===== src/rtl/l5_apical_coupling_pkg.sv =====
// Shared Q14 constants, default thresholds and L5 FSM state encoding.
package l5_apical_coupling_pkg;

    // Q14 reference points
    localparam int ONE      = 16384;
    localparam int GAIN_MAX = 32768;
    localparam int GAIN_MIN = 4096;

    // Default layer-5 thresholds and timing (in model-rate ticks)
    localparam int DEF_GAIN_THRESH  = 20480;
    localparam int DEF_BASAL_THRESH = 4096;
    localparam int DEF_COINC_WIN    = 20;
    localparam int DEF_BURST_LEN    = 8;
    localparam int DEF_REFRAC       = 40;

    // Width of the window/burst/refractory down-counters
    localparam int CNT_W = 16;

    // 2-bit state encoding, exported as plain constants so benches can reuse them
    localparam logic [1:0] ST_IDLE       = 2'd0;
    localparam logic [1:0] ST_PRIMED     = 2'd1;
    localparam logic [1:0] ST_BURST      = 2'd2;
    localparam logic [1:0] ST_REFRACTORY = 2'd3;

    typedef enum logic [1:0] {
        IDLE       = ST_IDLE,
        PRIMED     = ST_PRIMED,
        BURST      = ST_BURST,
        REFRACTORY = ST_REFRACTORY
    } l5_state_e;

endpackage


===== src/rtl/l5_apical_coupling_q14_mul_sat.sv =====
// Combinational signed Q-format multiply: full-precision product, arithmetic
// shift (floor), optional x2, then saturation back to WIDTH bits.
module q14_mul_sat #(
    parameter int WIDTH = 18,
    parameter int FRAC  = 14
) (
    input  logic signed [WIDTH-1:0] a,
    input  logic signed [WIDTH-1:0] b,
    input  logic                    dbl,
    output logic signed [WIDTH-1:0] y
);
    localparam int PW = 2 * WIDTH;
    localparam logic signed [PW-1:0] MAXV = {{(PW-WIDTH+1){1'b0}}, {(WIDTH-1){1'b1}}};
    localparam logic signed [PW-1:0] MINV = {{(PW-WIDTH+1){1'b1}}, {(WIDTH-1){1'b0}}};

    logic signed [PW-1:0] prod;
    logic signed [PW-1:0] scaled;
    logic signed [PW-1:0] dbl_v;

    // Product never overflows PW bits, and x2 of the shifted value still fits
    always_comb begin
        prod   = PW'(a) * PW'(b);
        scaled = prod >>> FRAC;
        dbl_v  = dbl ? (scaled <<< 1) : scaled;
        if (dbl_v > MAXV)      y = MAXV[WIDTH-1:0];
        else if (dbl_v < MINV) y = MINV[WIDTH-1:0];
        else                   y = dbl_v[WIDTH-1:0];
    end

endmodule


===== src/rtl/l5_apical_coupling.sv =====
// L5 pyramidal soma/apical coupling: gain-scaled basal drive plus a
// PRIMED -> BURST -> REFRACTORY coincidence FSM, advanced on clk_en ticks.
module l5_apical_coupling
    import l5_apical_coupling_pkg::*;
#(
    parameter int WIDTH        = 18,
    parameter int FRAC         = 14,
    parameter int GAIN_THRESH  = DEF_GAIN_THRESH,
    parameter int BASAL_THRESH = DEF_BASAL_THRESH,
    parameter int COINC_WIN    = DEF_COINC_WIN,
    parameter int BURST_LEN    = DEF_BURST_LEN,
    parameter int REFRAC       = DEF_REFRAC
) (
    input  logic                    clk,
    input  logic                    rst_n,
    input  logic                    clk_en,
    input  logic signed [WIDTH-1:0] basal_input,
    input  logic signed [WIDTH-1:0] apical_gain,
    output logic signed [WIDTH-1:0] modulated_output,
    output logic                    burst_active,
    output logic [7:0]              burst_count,
    output logic [1:0]              state_out
);
    localparam logic signed [WIDTH-1:0] GAIN_TH  = WIDTH'(GAIN_THRESH);
    localparam logic signed [WIDTH-1:0] BASAL_TH = WIDTH'(BASAL_THRESH);
    localparam logic [CNT_W-1:0]        CNT_ONE  = CNT_W'(1);

    l5_state_e               state_q, state_d;
    logic [CNT_W-1:0]        win_cnt_q, win_cnt_d;
    logic [CNT_W-1:0]        burst_cnt_q, burst_cnt_d;
    logic [CNT_W-1:0]        ref_cnt_q, ref_cnt_d;
    logic [7:0]              burst_count_q, burst_count_d;
    logic                    burst_active_q, burst_active_d;
    logic signed [WIDTH-1:0] mod_q, mod_d;
    logic signed [WIDTH-1:0] scaled;
    logic                    gain_hi, basal_hi;

    assign gain_hi  = apical_gain >= GAIN_TH;
    assign basal_hi = basal_input >= BASAL_TH;

    // Doubling keys off the pre-edge state, so the entry tick is not doubled
    q14_mul_sat #(.WIDTH(WIDTH), .FRAC(FRAC)) u_mul (
        .a   (basal_input),
        .b   (apical_gain),
        .dbl (state_q == BURST),
        .y   (scaled)
    );

    // Next-state, counters and registered outputs; everything holds without clk_en
    always_comb begin
        state_d        = state_q;
        win_cnt_d      = win_cnt_q;
        burst_cnt_d    = burst_cnt_q;
        ref_cnt_d      = ref_cnt_q;
        burst_count_d  = burst_count_q;
        burst_active_d = burst_active_q;
        mod_d          = mod_q;
        if (clk_en) begin
            mod_d = scaled;
            case (state_q)
                IDLE: begin
                    if (gain_hi && basal_hi) begin
                        state_d     = BURST;
                        burst_cnt_d = CNT_W'(BURST_LEN);
                    end else if (gain_hi) begin
                        state_d   = PRIMED;
                        win_cnt_d = CNT_W'(COINC_WIN);
                    end
                end
                PRIMED: begin
                    // Coincidence beats a same-tick gain drop
                    if (basal_hi) begin
                        state_d     = BURST;
                        burst_cnt_d = CNT_W'(BURST_LEN);
                    end else if (!gain_hi || win_cnt_q == CNT_ONE) begin
                        state_d = IDLE;
                    end else begin
                        win_cnt_d = win_cnt_q - CNT_ONE;
                    end
                end
                BURST: begin
                    burst_cnt_d = burst_cnt_q - CNT_ONE;
                    if (burst_cnt_q == CNT_ONE) begin
                        state_d   = REFRACTORY;
                        ref_cnt_d = CNT_W'(REFRAC);
                    end
                end
                REFRACTORY: begin
                    ref_cnt_d = ref_cnt_q - CNT_ONE;
                    if (ref_cnt_q == CNT_ONE) state_d = IDLE;
                end
                default: state_d = IDLE;
            endcase
            if (state_d == BURST && state_q != BURST && burst_count_q != 8'hFF)
                burst_count_d = burst_count_q + 8'd1;
            burst_active_d = (state_d == BURST);
        end
    end

    // State and output registers, cleared asynchronously
    always_ff @(posedge clk or negedge rst_n) begin
        if (!rst_n) begin
            state_q        <= IDLE;
            win_cnt_q      <= '0;
            burst_cnt_q    <= '0;
            ref_cnt_q      <= '0;
            burst_count_q  <= '0;
            burst_active_q <= 1'b0;
            mod_q          <= '0;
        end else begin
            state_q        <= state_d;
            win_cnt_q      <= win_cnt_d;
            burst_cnt_q    <= burst_cnt_d;
            ref_cnt_q      <= ref_cnt_d;
            burst_count_q  <= burst_count_d;
            burst_active_q <= burst_active_d;
            mod_q          <= mod_d;
        end
    end

    assign modulated_output = mod_q;
    assign burst_active     = burst_active_q;
    assign burst_count      = burst_count_q;
    assign state_out        = state_q;

endmodule

===== config.mk =====
export PLATFORM = sky130hd
export DESIGN_NAME = l5_apical_coupling
export DESIGN_NICKNAME = d
export VERILOG_FILES = /design/src/rtl/l5_apical_coupling_pkg.sv /design/src/rtl/l5_apical_coupling_q14_mul_sat.sv /design/src/rtl/l5_apical_coupling.sv
export SDC_FILE = /design/constraint.sdc
export NUM_CORES = 1
export LEC_CHECK = 0
export CAP_MARGIN = 20
export CORE_MARGIN = 2
export CORE_UTILIZATION = 64
export DETAILED_ROUTE_END_ITERATION = 12
export PLACE_DENSITY = 0.81
export SYNTH_ARGS = -nofsm -noshare
export SYNTH_HDL_FRONTEND = slang
export SYNTH_SLANG_ARGS = --single-unit

===== constraint.sdc =====
create_clock -name clk -period 3.5 [get_ports clk]
set_input_delay 0.7 -clock clk [delete_from_list [all_inputs] [get_ports clk]]
set_output_delay 0.7 -clock clk [all_outputs]
set_load 0.02 [all_outputs]

==> results of run 1 <==
==> synthesized netlist by cell type (3+ instances only) <==
cell,count,area share
buf_2,5,0.0016
xor2_1,23,0.012
and2_1,157,0.061
nor3b_1,3,0.0014
nor4_1,11,0.0043
a21oi_1,45,0.014
mux2i_1,4,0.0025
o21bai_1,4,0.0019
clkbuf_1,62,0.014
a21boi_0,4,0.0019
a31oi_1,3,0.0012
nor2_1,110,0.026
nand4b_1,3,0.0016
nand3b_1,5,0.0023
nand2b_1,11,0.0043
a211oi_1,7,0.0033
o21ai_0,43,0.013
fa_1,328,0.41
dfrtp_1,77,0.12
ha_1,95,0.074
o21a_1,6,0.0028
o21ai_1,3,0.00093
o31ai_1,5,0.0023
o22ai_1,26,0.010
inv_1,399,0.093
or4_1,7,0.0033
a21o_1,8,0.0037
nor2b_1,9,0.0035
nand3_1,10,0.0031
and4_1,5,0.0027
and3_1,7,0.0027
xnor2_1,39,0.021
nor3_1,20,0.0062
or3_1,7,0.0027
o211ai_1,8,0.0037
nand4_1,9,0.0035
nand2_1,193,0.045
==> timing repair <==
| item | in CTS |
|---|---|
| setup endpoints to repair | 20 |
| buffers inserted | 68 |
| pin swaps | 133 |
| gates resized for setup | 345 |
| cloned | 16 |
==> metrics by stage <==
step	setup TNS [ns]	cell area, µm²	util	instances	setup WS (ns)
floorplan	-54.85	16400	-	1800	-3.09
detailed placement	-74.60	18900	0.757	2337	-3.90
CTS	-52.63	21000	0.841	2437	-2.98
global placement	-69.72	18900	0.757	2337	-3.71
==> metal layers <==
layer  overflow  global-route usage
met3          0               0.458
met2          7               0.819
met1          0               0.632
met4          5               0.636
met5          0               0.117
==> cells by family after synthesis <==
kind of cell    count (synthesis)  synth area share
simple gates                  576             0.178
flops                          77             0.119
buf+inv                       469             0.110
mux                             6           0.00458
compound gates                187            0.0736
xor+xnor                       62            0.0337
fa+ha+maj                     423             0.481
==> results.txt, run 1 <==
Mapped Nets = 2,262
Synth Area per Inst = 8.96 µm²
Type of pin the worst path ends at = register input
Post-synth EDFFs = 0
Total CTS buffers = 9
Largest net degree at the start of global routing = 78
Error = [ERROR GRT-0232] Routing congestion too high. Check the congestion heatmap in the GUI.
H-tree levels = 3
Synth async-reset ratio = 1.00
GPL Wtd Cong = 0.934
Starting Density = 0.646
Root buf cell = clkbuf_16
Synth cell types = 68
Die outline width = 163 µm
DP HPWL = 34.0 mm
Die Ht = 163 µm
#FFs+latches synth = 77
Total congestion overflow = 12
Post-synthesis sequential area ratio = 0.119
Buffers on Ports = 67
Cell count after synthesis = 1,800
I/O pin cnt = 68
Sink Count = 77
Row cnt = 58
Syn. warnings = 0
Fail Step = global routing (5_1_grt)
Status = aborted with a tool error
Netlist Area Pre-Place = 16,100 µm²
Post-synth top flop = dfrtp_1
Last worst endpoint in the global-route repair_timing = modulated_output[12]$_DFFE_PN0P_/D
GRT Overall Usage = 0.633
Hold_buf cts = 0
Max Root-Sink Buffers = 2
==> run 2, diff against run 1 <==
--- a/config.mk
+++ b/config.mk
@@ -7,9 +7,9 @@
 export LEC_CHECK = 0
 export CAP_MARGIN = 20
 export CORE_MARGIN = 2
-export CORE_UTILIZATION = 64
+export CORE_UTILIZATION = 40
 export DETAILED_ROUTE_END_ITERATION = 12
-export PLACE_DENSITY = 0.81
+export PLACE_DENSITY_LB_ADDON = 0.15
 export SYNTH_ARGS = -nofsm -noshare
 export SYNTH_HDL_FRONTEND = slang
 export SYNTH_SLANG_ARGS = --single-unit
==> results.txt, run 2 <==
Netlist Area Pre-Place = 16,100 µm² (unchanged)
I/O pin cnt = 68 (unchanged)
Post-Layout Cell Count = 2,687
Synth top area cells = fa_1 41%, dfrtp_1 12%, inv_1 9.3%
DP Cell Count = 2,561 (+9.6%)
CP Max Fanout = 6
Hold_buf cts = 0 (unchanged)
Most numerous cell in the Yosys netlist = inv_1
Slew Limit Headroom = 0.513
H-tree levels = 3 (unchanged)
Starting Density = 0.406 (-0.240)
Violated checks = setup timing
DRC viols = 0
Placement Cell Area = 19,400 µm² (+2.4%)
Total congestion overflow = 0
Crit share post-route = 1.86
Die Ht = 205 µm (+26%)
Sink Count = 77 (unchanged)
Highest Clock Rate = 0.154 GHz
Nets = 2,618
Final WS setup = -3.00 ns
Status = finished, violations left
Cell area after layout = 22,000 µm²
Total CTS buffers = 9 (unchanged)
Worst slew pin tran = 0.731 ns
Final total negative setup slack = -53.21 ns
Most common cell after layout, fill and taps aside = inv_1
Clock Latency Late Sink = 0.33 ns
Cell count after synthesis = 1,800 (unchanged)
Avg Vias per Cell = 4.98
Max Root-Sink Buffers = 2 (unchanged)
Final hold violations = 0
Syn. warnings = 0 (unchanged)
Final hold slack = 0.171 ns
Final WL = 46.1 mm
Final setup fails = 18
Synth async-reset ratio = 1.00 (unchanged)
Synth top cells by count = 399 x inv_1, 328 x fa_1, 193 x nand2_1
DP HPWL = 34.8 mm (+2.6%)
Total of max-cap violations = 0
Row cnt = 73 (+26%)
Unrepaired setup endpoints after global routing = yes
Share of cells above drive strength 1 = 0.292
CTS tree = built
Largest register FFs = 18
Reg clk slew, reported paths = 0.06 ns
Die area = 42,000 µm²
Data required time of the critical path = 3.71 ns
Critical path class = primary input to flop
Core area = 39,700 µm²
Buffers on Ports = 67 (unchanged)
Crit end category = flop
GPL Wtd Cong = 0.843 (-9.8%)
GRT Overall Usage = 0.231
Initial antenna violation count = 0
Drt wl/cell = 17.2 µm
First-pass detailed-route iteration total = 5
#FFs+latches synth = 77 (unchanged)
Setup crit start kind = primary input
Final min period = 6.50 ns
Max Slew Vio Count = 0
Mapped Nets = 2,262 (unchanged)
Vias in the first global route = 14,666
Die outline width = 205 µm (+26%)
Most frequent cells in the layout = 360 x inv_1, 301 x fa_1, 255 x buf_4, 172 x nand2_1, 121 x and2_1
DRT iter0 DRCs = 549
DR vias = 13,372
Largest net degree at the start of global routing = 78
Post-synth EDFFs = 0 (unchanged)
Hold Path Class = primary input to asynchronous set/reset pin
Synth Area per Inst = 8.96 µm² (unchanged)
First-pass GRT wire length = 75.7 mm
Cell taking the most area after synthesis = fa_1
Worst EP arrival = 6.71 ns
Root buf cell = clkbuf_16
Synth top area share = 0.407 (unchanged)
Post-synthesis sequential area ratio = 0.119 (unchanged)
Post-synth top flop = dfrtp_1
Layout area overhead = 36.3%
Synth cell types = 68 (unchanged)
Clock skew = 0.00524 ns
ANT nets after route = 0
## run 2: cell counts after synthesis
No cell type changed its count.
## run 2: repair_timing
action | 4_1_cts | 5_1_grt
pin swaps | 143 | 138
buffers inserted | 62 | 35
resized for setup | 314 | 202
hold endpoints to repair | 0 | 0
gates cloned | 15 | 3
endpoints found under the setup margin | 18 | 18
## run 2: area by class of cell
class                   count  area [µm²]
multi-input cells        1254       13500
repair buffers            415        4080
clock buffers              10         239
inverters                 399        1500
flip-flops and latches     77        1930
clock inverters             6        62.6
well taps                 525         657
fillers                  3577       17700
diodes                      1        2.50
## run 2: kinds of logic (layout without fill, tap and decap cells)
| family | count (synthesis) | count (layout) | share of synthesized area |
|---|---|---|---|
| buf+inv | 469 | 830 | 0.110 |
| compound gates | 187 | 187 | 0.0736 |
| mux | 6 | 6 | 0.00458 |
| flops | 77 | 77 | 0.119 |
| xor+xnor | 62 | 62 | 0.0337 |
| simple gates | 576 | 576 | 0.178 |
| other cells | 0 | 1 | 0 |
| fa+ha+maj | 423 | 423 | 0.481 |
## run 2: worst max-delay path, stage by stage
cell and delay [ns]:
buf_6 0.09, buf_8 0.14, buf_16 0.13, buf_4 0.12
nor2_1 0.13, fa_2 0.47, fa_1 0.58, fa_2 0.47
fa_2 0.48, fa_1 0.52, inv_1 0.06, fa_1 0.53
inv_2 0.05, ha_4 0.26, buf_6 0.12, nor2b_1 0.12
o21a_1 0.18, or4b_4 0.49, a21oi_2 0.12, and4b_2 0.25
and4_4 0.22, a21oi_4 0.21, buf_12 0.17, o22ai_2 0.07
## run 2: worst paths after layout
check | slack [ns] | startpoint | depth (start not counted) | to
setup reg to reg | 0.46 | burst_cnt_q[9] | 9 | ref_cnt_q[10]
hold / removal | 0.17 | rst_n | 1 | ref_cnt_q[9]
hold reg to reg | 0.51 | win_cnt_q[1] | 2 | win_cnt_q[1]
min in group clk | 0.51 | win_cnt_q[1] | 2 | win_cnt_q[1]
setup / recovery | -3.00 | basal_input[9] | 24 | modulated_output[6]
max in group asynchronous | 2.76 | rst_n | 2 | modulated_output[7]
## run 2: through the flow
stage	utilization	setup WS [ns]
4_1_cts	0.534	-3.04
6_report	0.553	-3.00
2_1_floorplan	-	-3.09
5_1_grt	0.553	-3.14
3_3_place_gp	0.487	-3.82
3_5_place_dp	0.487	-3.91
## run 2: per-layer routing
metal  up-vias  track usage  wire length (µm)
met5         -            0                 0
met4         0       0.0533               946
met3        53       0.0294              2000
met2       265        0.400             23400
met1      6854        0.307             19800
li1       6200            -                 -
Power of run 2 is not shown: default switching activity piles up to over one toggle a cycle in this logic, so the estimate is an artifact.
